File: src/rtl/vending_pkg.sv
// Shared types and constants for the vending-machine transaction controller.
package vending_pkg;

    typedef enum logic [2:0] {
        ST_IDLE    = 3'd0,
        ST_ACUM    = 3'd1,
        ST_LIBERA  = 3'd2,
        ST_DEVOLVE = 3'd3,
        ST_ESPERA  = 3'd4
    } state_t;

    localparam int unsigned V25  = 25;
    localparam int unsigned V50  = 50;
    localparam int unsigned V100 = 100;

    localparam int unsigned PRECO_DEF    = 150;
    localparam int unsigned MAX_CRED_DEF = 250;
    localparam int unsigned CRED_W_DEF   = 8;

endpackage

File: src/rtl/soma_moedas.sv
// Combinational value of the coins presented in the current cycle (simultaneous coins summed).
module soma_moedas
    import vending_pkg::*;
#(
    parameter int unsigned CRED_W = CRED_W_DEF
) (
    input  logic              m25_i,
    input  logic              m50_i,
    input  logic              m100_i,
    output logic [CRED_W:0]   valor_c_o
);

    localparam int unsigned SUM_W = CRED_W + 1;

    assign valor_c_o = (m25_i  ? SUM_W'(V25)  : '0)
                     + (m50_i  ? SUM_W'(V50)  : '0)
                     + (m100_i ? SUM_W'(V100) : '0);

endmodule

File: src/rtl/ctrl_venda.sv
// Vending transaction controller: accumulates credit, releases product or refunds,
// and closes each LP/DM action through the FIM handshake returned by reg_fim.
module ctrl_venda
    import vending_pkg::*;
#(
    parameter int unsigned PRECO    = PRECO_DEF,
    parameter int unsigned MAX_CRED = MAX_CRED_DEF,
    parameter int unsigned CRED_W   = CRED_W_DEF
) (
    input  logic              clk,
    input  logic              rst_n,
    input  logic              M25,
    input  logic              M50,
    input  logic              M100,
    input  logic              CANCEL,
    input  logic              FIM,
    output logic              LP,
    output logic              DM,
    output logic [CRED_W-1:0] CREDITO,
    output logic [CRED_W-1:0] TROCO,
    output logic              REJEITA,
    output logic              OCUPADO
);

    localparam int unsigned SUM_W = CRED_W + 1;
    localparam logic [SUM_W-1:0] PRECO_S = SUM_W'(PRECO);
    localparam logic [SUM_W-1:0] MAX_S   = SUM_W'(MAX_CRED);

    state_t              state_q, state_d;
    logic [CRED_W-1:0]   credito_q, credito_d;
    logic [CRED_W-1:0]   troco_q, troco_d;
    logic                lp_q, lp_d;
    logic                dm_q, dm_d;
    logic                rej_q, rej_d;
    logic                ocup_q, ocup_d;
    logic                pend_q, pend_d;

    logic [SUM_W-1:0]    v_c;
    logic [SUM_W-1:0]    soma_c;
    logic                coin_c;

    soma_moedas #(
        .CRED_W (CRED_W)
    ) u_soma (
        .m25_i     (M25),
        .m50_i     (M50),
        .m100_i    (M100),
        .valor_c_o (v_c)
    );

    assign soma_c = {1'b0, credito_q} + v_c;
    assign coin_c = (v_c != '0);

    // State and output registers
    always_ff @(posedge clk or negedge rst_n) begin
        if (!rst_n) begin
            state_q   <= ST_IDLE;
            credito_q <= '0;
            troco_q   <= '0;
            lp_q      <= 1'b0;
            dm_q      <= 1'b0;
            rej_q     <= 1'b0;
            ocup_q    <= 1'b0;
            pend_q    <= 1'b0;
        end else begin
            state_q   <= state_d;
            credito_q <= credito_d;
            troco_q   <= troco_d;
            lp_q      <= lp_d;
            dm_q      <= dm_d;
            rej_q     <= rej_d;
            ocup_q    <= ocup_d;
            pend_q    <= pend_d;
        end
    end

    // Next-state and next-output decode
    always_comb begin
        state_d   = state_q;
        credito_d = credito_q;
        troco_d   = troco_q;
        lp_d      = lp_q;
        dm_d      = dm_q;
        rej_d     = 1'b0;
        pend_d    = pend_q;

        case (state_q)
            ST_IDLE, ST_ACUM: begin
                if (CANCEL && (soma_c != '0)) begin
                    // Cancel beats a price-reaching coin; an overflowing coin is refused, not refunded twice
                    if (soma_c <= MAX_S) begin
                        troco_d = CRED_W'(soma_c);
                    end else begin
                        troco_d = credito_q;
                        rej_d   = 1'b1;
                    end
                    credito_d = '0;
                    dm_d      = 1'b1;
                    pend_d    = 1'b0;
                    state_d   = ST_DEVOLVE;
                end else if (coin_c) begin
                    if (soma_c > MAX_S) begin
                        rej_d = 1'b1;
                    end else if (soma_c >= PRECO_S) begin
                        troco_d   = CRED_W'(soma_c - PRECO_S);
                        pend_d    = (soma_c != PRECO_S);
                        credito_d = '0;
                        lp_d      = 1'b1;
                        state_d   = ST_LIBERA;
                    end else begin
                        credito_d = CRED_W'(soma_c);
                        state_d   = ST_ACUM;
                    end
                end
            end
            ST_LIBERA: begin
                rej_d = coin_c;
                if (FIM) begin
                    lp_d    = 1'b0;
                    state_d = ST_ESPERA;
                end
            end
            ST_DEVOLVE: begin
                rej_d = coin_c;
                if (FIM) begin
                    dm_d    = 1'b0;
                    pend_d  = 1'b0;
                    state_d = ST_ESPERA;
                end
            end
            ST_ESPERA: begin
                // Wait for reg_fim to drain before starting the change refund or going idle
                rej_d = coin_c;
                if (!FIM) begin
                    if (pend_q) begin
                        dm_d    = 1'b1;
                        state_d = ST_DEVOLVE;
                    end else begin
                        troco_d = '0;
                        state_d = ST_IDLE;
                    end
                end
            end
            default: begin
                state_d = ST_IDLE;
            end
        endcase

        ocup_d = (state_d == ST_LIBERA) || (state_d == ST_DEVOLVE) || (state_d == ST_ESPERA);
    end

    assign LP      = lp_q;
    assign DM      = dm_q;
    assign CREDITO = credito_q;
    assign TROCO   = troco_q;
    assign REJEITA = rej_q;
    assign OCUPADO = ocup_q;

endmodule

File: config.mk
export PLATFORM = sky130hd
export DESIGN_NAME = ctrl_venda
export DESIGN_NICKNAME = d
export VERILOG_FILES = /design/src/rtl/vending_pkg.sv /design/src/rtl/soma_moedas.sv /design/src/rtl/ctrl_venda.sv
export SDC_FILE = /design/constraint.sdc
export NUM_CORES = 1
export LEC_CHECK = 0
export ABC_AREA = 1
export CAP_MARGIN = 5
export CORE_MARGIN = 2
export CORE_UTILIZATION = 49
export CTS_BUF_LIST = sky130_fd_sc_hd__clkbuf_2
export CTS_CLUSTER_DIAMETER = 40
export DETAILED_ROUTE_END_ITERATION = 10
export PLACE_DENSITY = 0.71
export SLEW_MARGIN = 20
export SYNTH_ARGS = -nofsm -noshare
export SYNTH_HDL_FRONTEND = slang
export SYNTH_HIERARCHICAL = 1
export SYNTH_SLANG_ARGS = --single-unit
File: constraint.sdc
create_clock -name clk -period 3.87 [get_ports clk]
set_clock_uncertainty 0.2 [all_clocks]
set_input_delay 0.774 -clock clk [delete_from_list [all_inputs] [get_ports clk]]
set_output_delay 0.774 -clock clk [all_outputs]
set_load 0.02 [all_outputs]
# Word-level counts from Yosys, hierarchy flattened
# Index checks and enable logic that the tools add are counted.
# Widths: inputs -> output; s select.
[op_classes] add_sub_neg=4 order_cmp=3 eq_ne=22 muxes=43 n_reduce_logical=19
[op_table] op="$mux 8" n=11
[op_table] op="$ne 2x2->1 const B" n=11
[op_table] op="$add 9x9->9" n=2
[op_table] op="$reduce_bool 9->1" n=2
[op_table] op="$mux 1" n=16
[op_table] op="$pmux 8 s2" n=1
[op_table] op="$mux 3" n=5
[op_table] op="$eq 3x2->1 const B" n=4
[op_table] op="$reduce_and 6->1" n=2
[op_table] op="$reduce_and 5->1" n=2
[op_table] op="$add 8x9->9" n=1
[op_table] op="$ge 9x8->1 const B" n=1
[op_table] op="$gt 9x8->1 const B" n=1
[op_table] op="$le 9x8->1 const B" n=1
[op_table] op="$ne 3x3->1 const B" n=3
[op_table] op="$ne 9x8->1 const B" n=1
[op_table] op="$pmux 3 s3" n=1
[op_table] op="$reduce_bool 2->1" n=4
[op_table] op="$sub 8x8->8 const B" n=1
[op_table] op="$mux 7" n=1
[op_table] op="$eq 3x3->1 const B" n=2
[op_table] op="$mux 6" n=1
[op_table] op="$pmux 1 s2" n=3
[op_table] op="$mux 5" n=1
[op_table] op="other kinds (10)" n=13
[word_totals] regBits=24 input_bits=7 output_inout_bits=20 word_cells=99

# Depth between registers and ports, before layout
[depth] word_depth=13 ltp_mapped=23 depth_no_buf=22

# Modules after synthesis
# The synthesis kept the hierarchy.
[modules_own_cells] mod="ctrl_venda" n_inst=1 cells_per_inst=328 area_per_inst_um2=2337.2 seq_area_each_um2=600.6
[modules_own_cells] mod="soma_moedas" n_inst=1 cells_per_inst=17 area_per_inst_um2=121.4 seq_area_each_um2=0.0

# Worst setup path after synthesis
# OpenSTA, ideal clock, no wires.
[synth_timing] path_kind="input to register" startpoint="input port M25" endpoint="register troco_q[6] (netlist: TROCO[6])" setup_time_ns=0.123 t_arrival_ns=3.083 path_slack_ns=0.464 cell_stages=21 path_buffers=1 path_cell_list="ha_1 > inv_1 > fa_1 > inv_1 > ha_1 > nand2_1 > inv_1 > nand3_4 > nand2_2 > nand2_1 > nand2_4 > nand2_2 > nor2_4 > nand2_4 > nand2_2 > buf_6 > nand3_2 > nand3_4 > nor2_8 > nand2_2 > nand2_1"
[synth_between] elab_chain_len=10
[synth_rtl] item="from (decl)" line_no="ctrl_venda.sv:12" source="input logic M25,"
[synth_rtl] item="$mux 5 *" line_no="soma_moedas.sv:15" source="assign valor_c_o = (m25_i ? SUM_W'(V25) : '0)"
[synth_rtl] item="$add 9x9->9 *" line_no="soma_moedas.sv:16" source="+ (m50_i ? SUM_W'(V50) : '0)"
[synth_rtl] item="$add 9x9->9 *" line_no="soma_moedas.sv:17" source="+ (m100_i ? SUM_W'(V100) : '0);"
[synth_rtl] item="net v_c[5]" line_no="ctrl_venda.sv:38" source="logic [SUM_W-1:0] v_c;"
[synth_rtl] item="$add 8x9->9" line_no="ctrl_venda.sv:51" source="assign soma_c = {1'b0, credito_q} + v_c;"
[synth_rtl] item="$sub 8x8->8" line_no="ctrl_venda.sv:105" source="troco_d = CRED_W'(soma_c - PRECO_S);"
[synth_rtl] item="$mux 8" line_no="ctrl_venda.sv:104" source="end else if (soma_c >= PRECO_S) begin"
[synth_rtl] item="$mux 8" line_no="ctrl_venda.sv:102" source="if (soma_c > MAX_S) begin"
[synth_rtl] item="$mux 8" line_no="ctrl_venda.sv:101" source="end else if (coin_c) begin"
[synth_rtl] item="$mux 8" line_no="ctrl_venda.sv:89" source="if (CANCEL && (soma_c != '0)) begin"
[synth_rtl] item="$pmux 8 s2" line_no="ctrl_venda.sv:87" source="case (state_q)"
[synth_rtl] item="to (signal assigned)" line_no="ctrl_venda.sv:68" source="troco_q <= troco_d;"
[synth_rtl] item="to (decl)" line_no="ctrl_venda.sv:31" source="logic [CRED_W-1:0] troco_q, troco_d;"
# The timed path passes the listed nets; every way through them passes the cells marked *. The select of a mux whose other input is x is not followed.
# A chain may end at the register's enable or synchronous reset.

# Worst setup path after layout
# Ends and elaborated chain as after synthesis.

==> summary.md <==
| Metric | Value |
|---|---|
| Number of antenna diodes | `0` |
| Leak | `0.00161 uW` |
| Sequential Power Share | `20.7%` |
| Post-synth top cells | `nand2_1, inv_1, nand2_2, nand3_1` |
| Die height | `74.8 um` |
| Main synth FF type | `dfrtp_1` |
| Unique masters post-synth | `34` |
| Initial Util | `51.4%` |
| Psw | `1100 uW` |
| Critical-path maximum fanout | `9` |
| Status | `finished, final reports clean` |
| Number of port buffers | `26` |
| Post-synth top area share | `24.4%` |
| GR Overflow Total | `0` |
| Crit end category | `flip-flop` |
| CTS sink cnt | `24` |
| Reg2reg path depth | `15` |
| Final ANT Viol Nets | `0` |
| Largest vdd supply drop | `0.358 mV` |
| Clk pwr share | `4.3%` |
| Dpl ws | `-287 ps` |
| Core area | `0.00479 mm^2` |
| Largest net degree at the start of global routing | `25` |
| Final setup fails | `0` |
| Slew margin rel. | `50.2%` |
| Top cells by area, synth | `dfrtp_1, nand2_1, nand2_2` |
| Wire length per cell | `13.3 um` |
| Total track usage | `23.2%` |
| Number of global-route vias before repair | `2196` |
| CTS Hold Buffers Added | `0` |
| Comb pwr share | `75.1%` |
| Net count reported at finish | `430` |
| CP Launch Type | `input pin` |
| Layout cells sized above 1 | `31.2%` |
| Filler instances | `446` |
| Async set or reset register ratio after synthesis | `100%` |
| Detailed placement HPWL | `5.00 mm` |
| Final worst path period share | `96.2%` |
| Vias | `2442` |
| CTS tree | `yes` |
| First-pass GRT wire length | `10.1 mm` |
| Mapped Cells | `345` |
| Max clock buf depth | `2` |
| Syn Std Cell Area | `0.00246 mm^2` |
| Pwr Density | `683 mW/mm^2` |
| Total routed wirelength | `6.29 mm` |
| Avg Vias per Cell | `5.15` |
| IO Count | `27` |
| CP required | `3950 ps` |
| Clk root buf | `clkbuf_2` |
| Worst Tran Pin Value | `742 ps` |
| Crit path kind | `in2reg` |
| Placer Congestion | `0.931` |
| Total Power | `2150 uW` |
| YS warnings | `6` |
| Final Hold Vio Count | `0` |
| Initial DRC count | `163` |
| Max-Cap Viols | `0` |
| Worst-Skew Late Latency | `340 ps` |
| R2r endpoint | `TROCO[6]` |
| Int Power | `1050 uW` |
| H-tree levels | `1` |
| Synth area leader | `dfrtp_1` |
| Clk slew on worst S/H paths | `220 ps` |
| Post-Syn Area per Cell | `7.13 um^2` |
| Flops & latches, synth | `24` |
| Net switching fraction of the power | `51.0%` |
| WP data arrival | `3800 ps` |
| R2R Path Start | `CREDITO[0]` |
| Cts bufs inserted | `3` |
| Sequential area share after synthesis | `24.4%` |
| Period minus WS final | `3720 ps` |
| Worst hold path type | `in2async` |
| Drt pass-1 iters | `4` |
| DRC | `0` |
| Number of synthesized flops with an enable pin | `0` |
| Syn-to-layout area delta | `28.0%` |
| Count leader, synth | `nand2_1` |
| Initial antenna violation count | `0` |
| Mapped Nets | `366` |
| Rows | `25` |
| Die area | `0.00560 mm^2` |
| Final Max Tran Viols | `0` |
| Reg2reg setup slack | `910 ps` |
| Die W | `74.8 um` |
| Max frequency | `269 MHz` |
| CP startpoint | `M25` |
| Worst Setup EP | `TROCO[6]` |
| Setup ws final | `148 ps` |
[per-stage QoR]
| stage | cell area, um^2 | hold slack (ps) | TNS [ps] | utilization [%] | instances |
|---|---|---|---|---|---|
| 2_1_floorplan | 2460 | 276 | 0 | - | 345 |
| 4_1_cts | 3070 | 325 | 0 | 64.1 | 472 |
| 3_3_place_gp | 3050 | 273 | -2900 | 63.8 | 469 |
| 6_report | 3150 | 173 | 0 | 65.8 | 474 |
| 3_5_place_dp | 3050 | 280 | -4880 | 63.8 | 469 |
| 5_1_grt | 3150 | 178 | -76.5 | 65.8 | 474 |
[state kept, by name, indices dropped and copies added, names as in the netlist]
name / count
CREDITO: 8
TROCO: 8
state_q: 3
DM: 1
LP: 1
OCUPADO: 1
REJEITA: 1
pend_q: 1
[critical path, stage by stage]
cell,delay (ps)
clkdlybuf4s50_1,490
ha_1,150
inv_1,40
fa_1,380
nand2_1,90
nand2_2,60
ha_1,320
nand2_1,110
inv_1,60
a21oi_2,210
nand3_2,140
nand2_4,100
nor2_2,40
nand2_2,70
nand2_4,120
nand3_2,150
nand3_4,140
nor2_8,240
nand2_2,70
nand2_1,70
[power groups by stage]
stage / clock [uW] / combinational (uW) / sequential [uW]
floorplan: 0 / 919 / 533
global placement: 0 / 1520 / 447
detailed placement: 0 / 1550 / 450
CTS: 96.2 / 1560 / 444
global route: 108 / 1770 / 458
finish: 91.7 / 1610 / 444
[per-layer routing]
layer / GRT usage (%) / vias to the layer above / part of all wire (%)
met4: 4.37 / 0 / 0.99
met1: 33.3 / 1132 / 48
met3: 3.21 / 8 / 4.6
met5: 0 / - / 0
met2: 37.6 / 67 / 47
li1: - / 1235 / -
[what timing repair did]
action | CTS | global route
buffers inserted | 0 | 0
setup endpoints to repair | 0 | 22
gates resized for setup | 0 | 16
[final cells by class]
cell class | instances | area, um^2 | share of cell area [%]
multi-input cells | 262 | 1680 | 53.3
inverters | 54 | 203 | 6.44
well taps | 67 | 83.8 | 2.66
clock buffers | 3 | 15.0 | 0.477
repair buffers | 64 | 568 | 18.1
flip-flops and latches | 24 | 601 | 19.1
[placed cells by master, fill, tap and decap left out, types with 4 or more instances in the layout]
| cell type | netlist | layout |
|---|---|---|
| o21ai_0 | 17 | 15 |
| nor2_8 | 4 | 4 |
| o21ai_1 | 10 | 11 |
| inv_1 | 47 | 47 |
| nand2_1 | 65 | 64 |
| ha_1 | 12 | 11 |
| nand2_2 | 36 | 34 |
| dfrtp_1 | 24 | 24 |
| a21oi_1 | 8 | 5 |
| nor2_1 | 24 | 22 |
| o22ai_1 | 5 | 5 |
| nor3_1 | 4 | 4 |
| clkdlybuf4s50_1 | 0 | 24 |
| nand3_2 | 4 | 7 |
| nand4_1 | 4 | 4 |
| inv_2 | 7 | 7 |
| nand3_1 | 33 | 31 |
| buf_4 | 5 | 36 |
| nor2_2 | 7 | 9 |
| a21oi_2 | 2 | 5 |
| nand2_4 | 7 | 10 |
[kinds of logic after synthesis]
group,after synthesis,share of synthesized area (%)
AO/OA/AOI/OAI,45,10.1
XOR/XNOR,3,1.07
adder cells (fa/ha/maj),14,7.74
buffers and inverters,61,10.7
flip-flops,24,24.4
other,1,0.153
AND/OR/NAND/NOR,197,45.9
[how the worst min path moves through the flow]
stage                         from         end  slack [ps]  cells after the start
after floorplan              rst_n  CREDITO[0]         280                      0
after global placement    TROCO[1]    TROCO[1]         270                      2
after detailed placement  TROCO[1]    TROCO[1]         280                      2
after CTS                 TROCO[0]    TROCO[0]         320                      2
after global routing         rst_n    TROCO[5]         180                      1
final                        rst_n    TROCO[5]         170                      1
(Power assumes the default switching activity.)
